## src/rtl/dpram_axi_burst_writer_if.sv

```systemverilog
// AXI4 write-only channel bundle (AW, W, B) between the DPRAM burst writer and its slave.
interface dpram_axi_burst_writer_if #(
    parameter int ADDR_WIDTH = 32,
    parameter int DATA_WIDTH = 256
);
    logic [ADDR_WIDTH-1:0]   awaddr;
    logic [7:0]              awlen;
    logic [2:0]              awsize;
    logic [1:0]              awburst;
    logic                    awvalid;
    logic                    awready;
    logic [DATA_WIDTH-1:0]   wdata;
    logic [DATA_WIDTH/8-1:0] wstrb;
    logic                    wlast;
    logic                    wvalid;
    logic                    wready;
    logic [1:0]              bresp;
    logic                    bvalid;
    logic                    bready;

    modport master (
        output awaddr, awlen, awsize, awburst, awvalid,
        input  awready,
        output wdata, wstrb, wlast, wvalid,
        input  wready,
        input  bresp, bvalid,
        output bready
    );

    modport slave (
        input  awaddr, awlen, awsize, awburst, awvalid,
        output awready,
        input  wdata, wstrb, wlast, wvalid,
        output wready,
        output bresp, bvalid,
        input  bready
    );
endinterface

```

## src/rtl/dpram_axi_burst_writer.sv

```systemverilog
// Streams consecutive DPRAM words out as AXI4 INCR write bursts, one burst outstanding at a time.
// Optional macro AXI_WR_BRESP_CHECK_EN: latch non-OKAY write responses into a sticky wr_err.
module dpram_axi_burst_writer #(
    parameter int C_M_AXI_ADDR_WIDTH = 32,
    parameter int C_M_AXI_DATA_WIDTH = 256,
    parameter int C_M_AXI_BURST_LEN  = 8,
    parameter int C_NUM_CH           = 2,
    parameter int C_DPRAM_ADDR_WIDTH = 10
) (
    input  logic                          M_AXI_ACLK,
    input  logic                          M_AXI_ARESET,
    input  logic                          wr_req,
    input  logic [C_M_AXI_ADDR_WIDTH-1:0] wr_base_addr,
    input  logic [15:0]                   wr_burst_cnt,
    input  logic [C_DPRAM_ADDR_WIDTH-1:0] wr_dpram_start,
    output logic                          wr_busy,
    output logic                          wr_done,
    output logic                          wr_err,
    output logic [C_DPRAM_ADDR_WIDTH-1:0] dpram_addrb,
    input  logic [C_M_AXI_DATA_WIDTH-1:0] dpram_dout,
    dpram_axi_burst_writer_if.master      m_axi
);
    localparam int BEAT_BYTES  = C_M_AXI_DATA_WIDTH / 8;
    localparam int BURST_BYTES = C_M_AXI_BURST_LEN * BEAT_BYTES;
    localparam int LANE_W      = C_M_AXI_DATA_WIDTH / C_NUM_CH;
    localparam int RD_CNT_W    = 25;
    localparam int FIFO_DEPTH  = 4;

    typedef enum logic [2:0] {ST_IDLE, ST_AW, ST_W, ST_B, ST_DONE} state_t;
    state_t state_reg, state_next;

    logic [C_M_AXI_ADDR_WIDTH-1:0] awaddr_reg;
    logic [15:0]                   bursts_left_reg;
    logic [RD_CNT_W-1:0]           reads_left_reg;
    logic [C_DPRAM_ADDR_WIDTH-1:0] rd_addr_reg;
    logic [1:0]                    rd_pipe_reg;
    logic [7:0]                    beat_cnt_reg;
    logic [C_M_AXI_DATA_WIDTH-1:0] fifo_mem_reg [FIFO_DEPTH];
    logic [1:0]                    fifo_wr_ptr_reg;
    logic [1:0]                    fifo_rd_ptr_reg;
    logic [2:0]                    fifo_cnt_reg;

    logic [C_M_AXI_DATA_WIDTH-1:0] push_data;
    logic [3:0]                    pending;
    logic req_accept, rd_issue, fifo_push, fifo_pop, wvalid, last_beat, b_hs;

    genvar gi;
    generate
        for (gi = 0; gi < C_NUM_CH; gi++) begin : g_lane
            assign push_data[gi*LANE_W +: LANE_W] = dpram_dout[gi*LANE_W +: LANE_W];
        end
    endgenerate

    // Reads in the 2-cycle DPRAM pipe count against FIFO space so a push never overflows.
    always_comb begin
        req_accept = (state_reg == ST_IDLE) && wr_req;
        wvalid     = (state_reg == ST_W) && (fifo_cnt_reg != 3'd0);
        last_beat  = (beat_cnt_reg == 8'(C_M_AXI_BURST_LEN - 1));
        fifo_pop   = wvalid && m_axi.wready;
        fifo_push  = rd_pipe_reg[1];
        b_hs       = (state_reg == ST_B) && m_axi.bvalid;
        pending    = {1'b0, fifo_cnt_reg} + {3'b0, rd_pipe_reg[0]} + {3'b0, rd_pipe_reg[1]};
        rd_issue   = ((state_reg == ST_AW) || (state_reg == ST_W) || (state_reg == ST_B)) &&
                     (reads_left_reg != '0) && (pending < 4'd4);
    end

    always_comb begin
        state_next = state_reg;
        case (state_reg)
            ST_IDLE: if (wr_req) state_next = (wr_burst_cnt == 16'd0) ? ST_DONE : ST_AW;
            ST_AW:   if (m_axi.awready) state_next = ST_W;
            ST_W:    if (fifo_pop && last_beat) state_next = ST_B;
            ST_B:    if (m_axi.bvalid) state_next = (bursts_left_reg == 16'd1) ? ST_DONE : ST_AW;
            ST_DONE: state_next = ST_IDLE;
            default: state_next = ST_IDLE;
        endcase
    end

    always_ff @(posedge M_AXI_ACLK) begin
        if (M_AXI_ARESET) begin
            state_reg       <= ST_IDLE;
            awaddr_reg      <= '0;
            bursts_left_reg <= '0;
            reads_left_reg  <= '0;
            rd_addr_reg     <= '0;
            rd_pipe_reg     <= '0;
            beat_cnt_reg    <= '0;
            fifo_wr_ptr_reg <= '0;
            fifo_rd_ptr_reg <= '0;
            fifo_cnt_reg    <= '0;
            for (int i = 0; i < FIFO_DEPTH; i++) fifo_mem_reg[i] <= '0;
        end else begin
            state_reg   <= state_next;
            rd_pipe_reg <= {rd_pipe_reg[0], rd_issue};
            if (req_accept) begin
                awaddr_reg      <= wr_base_addr;
                bursts_left_reg <= wr_burst_cnt;
                reads_left_reg  <= RD_CNT_W'(wr_burst_cnt) * RD_CNT_W'(C_M_AXI_BURST_LEN);
                rd_addr_reg     <= wr_dpram_start;
                beat_cnt_reg    <= '0;
            end
            if (b_hs) begin
                bursts_left_reg <= bursts_left_reg - 16'd1;
                if (bursts_left_reg != 16'd1)
                    awaddr_reg <= awaddr_reg + C_M_AXI_ADDR_WIDTH'(BURST_BYTES);
            end
            if (rd_issue) begin
                rd_addr_reg    <= rd_addr_reg + 1'b1;
                reads_left_reg <= reads_left_reg - 1'b1;
            end
            if (fifo_push) begin
                fifo_mem_reg[fifo_wr_ptr_reg] <= push_data;
                fifo_wr_ptr_reg <= fifo_wr_ptr_reg + 2'd1;
            end
            if (fifo_pop) begin
                fifo_rd_ptr_reg <= fifo_rd_ptr_reg + 2'd1;
                beat_cnt_reg    <= last_beat ? 8'd0 : beat_cnt_reg + 8'd1;
            end
            fifo_cnt_reg <= fifo_cnt_reg + {2'b0, fifo_push} - {2'b0, fifo_pop};
        end
    end

`ifdef AXI_WR_BRESP_CHECK_EN
    logic err_reg;
    always_ff @(posedge M_AXI_ACLK) begin
        if (M_AXI_ARESET)
            err_reg <= 1'b0;
        else if (req_accept)
            err_reg <= 1'b0;
        else if (b_hs && (m_axi.bresp != 2'b00))
            err_reg <= 1'b1;
    end
    assign wr_err = err_reg;
`else
    logic unused_bresp;
    assign unused_bresp = ^m_axi.bresp;
    assign wr_err       = 1'b0;
`endif

    assign wr_busy       = (state_reg != ST_IDLE);
    assign wr_done       = (state_reg == ST_DONE);
    assign dpram_addrb   = rd_addr_reg;
    assign m_axi.awaddr  = awaddr_reg;
    assign m_axi.awlen   = 8'(C_M_AXI_BURST_LEN - 1);
    assign m_axi.awsize  = 3'($clog2(BEAT_BYTES));
    assign m_axi.awburst = 2'b01;
    assign m_axi.awvalid = (state_reg == ST_AW);
    assign m_axi.wdata   = fifo_mem_reg[fifo_rd_ptr_reg];
    assign m_axi.wstrb   = '1;
    assign m_axi.wvalid  = wvalid;
    assign m_axi.wlast   = wvalid && last_beat;
    assign m_axi.bready  = (state_reg == ST_B);
endmodule
```

## src/flat_wrapper.sv

```systemverilog
// flat-port wrapper written by rule: the top's interface ports become plain ports
module dpram_axi_burst_writer_flat 
#(
    parameter int C_M_AXI_ADDR_WIDTH = 32,
    parameter int C_M_AXI_DATA_WIDTH = 256,
    parameter int C_M_AXI_BURST_LEN  = 8,
    parameter int C_NUM_CH           = 2,
    parameter int C_DPRAM_ADDR_WIDTH = 10
)
  (M_AXI_ACLK, M_AXI_ARESET, wr_req, wr_base_addr, wr_burst_cnt, wr_dpram_start, wr_busy, wr_done, wr_err, dpram_addrb, dpram_dout, m_axi_awaddr, m_axi_awlen, m_axi_awsize, m_axi_awburst, m_axi_awvalid, m_axi_awready, m_axi_wdata, m_axi_wstrb, m_axi_wlast, m_axi_wvalid, m_axi_wready, m_axi_bresp, m_axi_bvalid, m_axi_bready);
  dpram_axi_burst_writer_if m_axi_i ();
  input  logic M_AXI_ACLK;
  input  logic M_AXI_ARESET;
  input  logic wr_req;
  input  logic [C_M_AXI_ADDR_WIDTH-1:0] wr_base_addr;
  input  logic [15:0] wr_burst_cnt;
  input  logic [C_DPRAM_ADDR_WIDTH-1:0] wr_dpram_start;
  output logic wr_busy;
  output logic wr_done;
  output logic wr_err;
  output logic [C_DPRAM_ADDR_WIDTH-1:0] dpram_addrb;
  input  logic [C_M_AXI_DATA_WIDTH-1:0] dpram_dout;
  output wire logic [$bits(m_axi_i.awaddr)-1:0] m_axi_awaddr;
  output wire logic [$bits(m_axi_i.awlen)-1:0] m_axi_awlen;
  output wire logic [$bits(m_axi_i.awsize)-1:0] m_axi_awsize;
  output wire logic [$bits(m_axi_i.awburst)-1:0] m_axi_awburst;
  output wire logic [$bits(m_axi_i.awvalid)-1:0] m_axi_awvalid;
  input wire logic [$bits(m_axi_i.awready)-1:0] m_axi_awready;
  output wire logic [$bits(m_axi_i.wdata)-1:0] m_axi_wdata;
  output wire logic [$bits(m_axi_i.wstrb)-1:0] m_axi_wstrb;
  output wire logic [$bits(m_axi_i.wlast)-1:0] m_axi_wlast;
  output wire logic [$bits(m_axi_i.wvalid)-1:0] m_axi_wvalid;
  input wire logic [$bits(m_axi_i.wready)-1:0] m_axi_wready;
  input wire logic [$bits(m_axi_i.bresp)-1:0] m_axi_bresp;
  input wire logic [$bits(m_axi_i.bvalid)-1:0] m_axi_bvalid;
  output wire logic [$bits(m_axi_i.bready)-1:0] m_axi_bready;
  assign m_axi_awaddr = m_axi_i.awaddr;
  assign m_axi_awlen = m_axi_i.awlen;
  assign m_axi_awsize = m_axi_i.awsize;
  assign m_axi_awburst = m_axi_i.awburst;
  assign m_axi_awvalid = m_axi_i.awvalid;
  assign m_axi_i.awready = m_axi_awready;
  assign m_axi_wdata = m_axi_i.wdata;
  assign m_axi_wstrb = m_axi_i.wstrb;
  assign m_axi_wlast = m_axi_i.wlast;
  assign m_axi_wvalid = m_axi_i.wvalid;
  assign m_axi_i.wready = m_axi_wready;
  assign m_axi_i.bresp = m_axi_bresp;
  assign m_axi_i.bvalid = m_axi_bvalid;
  assign m_axi_bready = m_axi_i.bready;
  dpram_axi_burst_writer #(.C_M_AXI_ADDR_WIDTH(C_M_AXI_ADDR_WIDTH), .C_M_AXI_DATA_WIDTH(C_M_AXI_DATA_WIDTH), .C_M_AXI_BURST_LEN(C_M_AXI_BURST_LEN), .C_NUM_CH(C_NUM_CH), .C_DPRAM_ADDR_WIDTH(C_DPRAM_ADDR_WIDTH)) u_core (.M_AXI_ACLK(M_AXI_ACLK), .M_AXI_ARESET(M_AXI_ARESET), .wr_req(wr_req), .wr_base_addr(wr_base_addr), .wr_burst_cnt(wr_burst_cnt), .wr_dpram_start(wr_dpram_start), .wr_busy(wr_busy), .wr_done(wr_done), .wr_err(wr_err), .dpram_addrb(dpram_addrb), .dpram_dout(dpram_dout), .m_axi(m_axi_i));
endmodule
```

## config.mk

```make
export PLATFORM = sky130hd
export DESIGN_NAME = dpram_axi_burst_writer_flat
export DESIGN_NICKNAME = d
export VERILOG_FILES = /design/src/rtl/dpram_axi_burst_writer_if.sv /design/src/rtl/dpram_axi_burst_writer.sv /design/src/flat_wrapper.sv
export SDC_FILE = /design/constraint.sdc
export NUM_CORES = 1
export LEC_CHECK = 0
export ABC_CLOCK_PERIOD_IN_PS = 41800
export CAP_MARGIN = 20
export CORE_AREA = 3 3 273 410
export DETAILED_ROUTE_END_ITERATION = 6
export DIE_AREA = 0 0 276 413
export PLACE_DENSITY = 0.67
export SKIP_CTS_REPAIR_TIMING = 1
export SLEW_MARGIN = 30
export SYNTH_ARGS = -nofsm -noshare
export SYNTH_HDL_FRONTEND = slang
export SYNTH_SLANG_ARGS = --single-unit
```

## constraint.sdc

```tcl
create_clock -name M_AXI_ACLK -period 41.8 [get_ports M_AXI_ACLK]
set_input_delay 6.27 -clock M_AXI_ACLK [delete_from_list [all_inputs] [get_ports M_AXI_ACLK]]
set_output_delay 6.27 -clock M_AXI_ACLK [all_outputs]
set_load 0.01 [all_outputs]
```

==> flow_metrics.tcl <==
set metrics [dict create \
    antenna_found_initial 19 \
    relSlewSlack 0.254 \
    drtPass1Iterations 5 \
    critPathMaxFanout 58 \
    synth_top_area_cell "edfxtp_1" \
    clkLatencyLatePin_ps 700 \
    ant_nets 0 \
    fillCellCount 8991 \
    overflow 0 \
    finalSetupTns_ps 0 \
    synthCells 3514 \
    wl_mm 127 \
    fin_skew_ps 26.7 \
    gp_congestion 0.830 \
    max_stage_delay_ps 820 \
    path_buf_inv 4 \
    portBuffers 623 \
    cp-start-kind "register" \
    synth.avg_cell_area_um2 13.9 \
    max_freq_ghz 0.0893 \
    clk_pin_slew_worst_paths_ps 60 \
    finalCritPeriodShare 0.268 \
    cp-end-kind "output pin" \
    cp_cell_sequence "buf_4 -> buf_4 -> buf_6 -> mux4_2 -> clkdlybuf4s50_1" \
    cts_buffers 105 \
    ios 672 \
    outcome "completed" \
    cts_tree "yes" \
    drive_gt1_frac 0.117 \
    rsz0062_at_grt "no" \
    wl_per_cell_um 22.7 \
    synth_flop_cell "edfxtp_1" \
    synth_edf_count 1024 \
    critical-path-top-delay-family "buffers and inverters" \
    vias 30100 \
    async_flop_share 0 \
    slew_viol_final 0 \
    ys_top_cells_by_count "edfxtp_1, nor2_1, nand2_1" \
    slowest_stage "dfxtp_4" \
    ys_seq_area_frac 0.673 \
    die_y_um 413 \
    syn-cell-area_um2 48800 \
    p_leak_nw 21.9 \
    final_util 0.550 \
    drtIter0Drc 2417 \
    coreArea_um2 109000 \
    hold_viol_final 0 \
    cts_root_buffer "clkbuf_16" \
    setup_violations 0 \
    die_area_um2 114000 \
    num_rows 148 \
    initial_core_util 0.450 \
    worst_pin_slew_ps 1120 \
    synth_cell_types 77 \
    hpwl_mm 75.9 \
    largest_reg_flops 1024 \
    cap_viol_max_count 0 \
    grt_pass1_vias 31000 \
    grt_max_degree 181 \
    worst-endpoint-required_ps 35530 \
    cp.arrival_ps 4930 \
    hold_ws_ps 455 \
    fin_crit_ps 11200 \
    htree_levels 3 \
    crit_type "reg2out" \
    power_density_nw_per_um2 44.7 \
    cts_sinks 1129 \
    crit_path_frequent_cell "buf_4" \
    synthTopCellsByArea "edfxtp_1, mux4_2, nor2_1" \
    viasPerCell 5.39 \
    cts_buffer_depth 3 \
    drc 0 \
    grt_use_total 0.220 \
    grt_first_pass_wirelength_mm 191 \
    fp.dieW_um 276 \
    ys_seq_elements 1129 \
    synth_top_cell_area_share 0.630 \
    area_growth_pct 22.2 \
    hp-class "reg2reg" \
    fin_nets 4406 \
    yosysWarnings 0 \
    ir_drop_mv 0.0346 \
    synth.most_common_cell "edfxtp_1" \
]
cell usage in the layout (no fill, tap or decap), types with 39 or more instances in the layout:
cell	instances
conb_1	46
a21oi_1	45
nand2_1	359
inv_1	272
and2_1	257
nor2_1	561
clkbuf_16	105
edfxtp_1	1024
clkdlybuf4s50_1	622
a31oi_1	39
mux4_2	256
dfxtp_1	103
metrics by stage:
step	total power (W)	worst slack [ps]	cells	area [um^2]
floorplan	0.00160	21930	3558	49000
global placement	0.00177	30920	5388	56300
detailed placement	0.00177	30940	5390	56300
CTS	0.00269	30170	5581	59600
global route	0.00277	30390	5588	59600
finish	0.00266	30600	5598	59600
worst paths after layout:
path / startpoint / endpoint / slack (ps) / cells past startpoint
setup / recovery: register / m_axi_wdata[85] / 30600 / 5
hold reg to reg: u_core.m_axi.awaddr[0]$_SDFFE_PP0P_ / u_core.m_axi.awaddr[0]$_SDFFE_PP0P_ / 460 / 2
setup reg to reg: u_core.rd_pipe_reg[1]$_SDFF_PP0_ / u_core.fifo_mem_reg[0][246]$_SDFFCE_PN0P_ / 38060 / 5
hold / removal: u_core.m_axi.awaddr[0]$_SDFFE_PP0P_ / u_core.m_axi.awaddr[0]$_SDFFE_PP0P_ / 460 / 2
area by class of cell:
class / instances / area, um^2 / share of cell area
multi-input cells: 1895 / 14000 / 0.234
diodes: 16 / 40.0 / 0.000671
repair buffers: 669 / 6720 / 0.113
clock inverters: 62 / 510 / 0.00856
flip-flops and latches: 1129 / 32900 / 0.551
inverters: 273 / 1020 / 0.0172
clock buffers: 129 / 2730 / 0.0457
well taps: 1425 / 1780 / 0.0299
kinds of logic after synthesis:
logic type               after synthesis  synth area share
multiplexers                         264             0.120
buffers and inverters                534            0.0454
AO/OA/AOI/OAI                        206            0.0289
AND/OR/NAND/NOR                     1363             0.129
other                                  2          0.000154
XOR/XNOR                               5          0.000898
adder cells (fa/ha/maj)               11           0.00297
flip-flops                          1129             0.673
per-layer routing:
layer | vias to the layer above | track usage | wire [um]
met3 | 173 | 0.0487 | 9190
met5 | - | 0 | 74
met4 | 12 | 0.0699 | 3170
met2 | 1039 | 0.388 | 65600
met1 | 15200 | 0.270 | 48900
li1 | 13700 | - | -
where the power goes:
group          leakage [nW]  switching [W]  internal, W  total [W]
logic                  8.89       0.000227     0.000168   0.000395
clock network          1.58       0.000421     0.000497   0.000917
registers              11.4      0.0000395      0.00131    0.00135
total                  21.9       0.000687      0.00198    0.00266
tightest hold or removal path: stages (launching register included):
cell and delay (ps):
dfxtp_1 310, nand2_1 50, a21oi_1 50
Power figures use the tool's default switching activity.
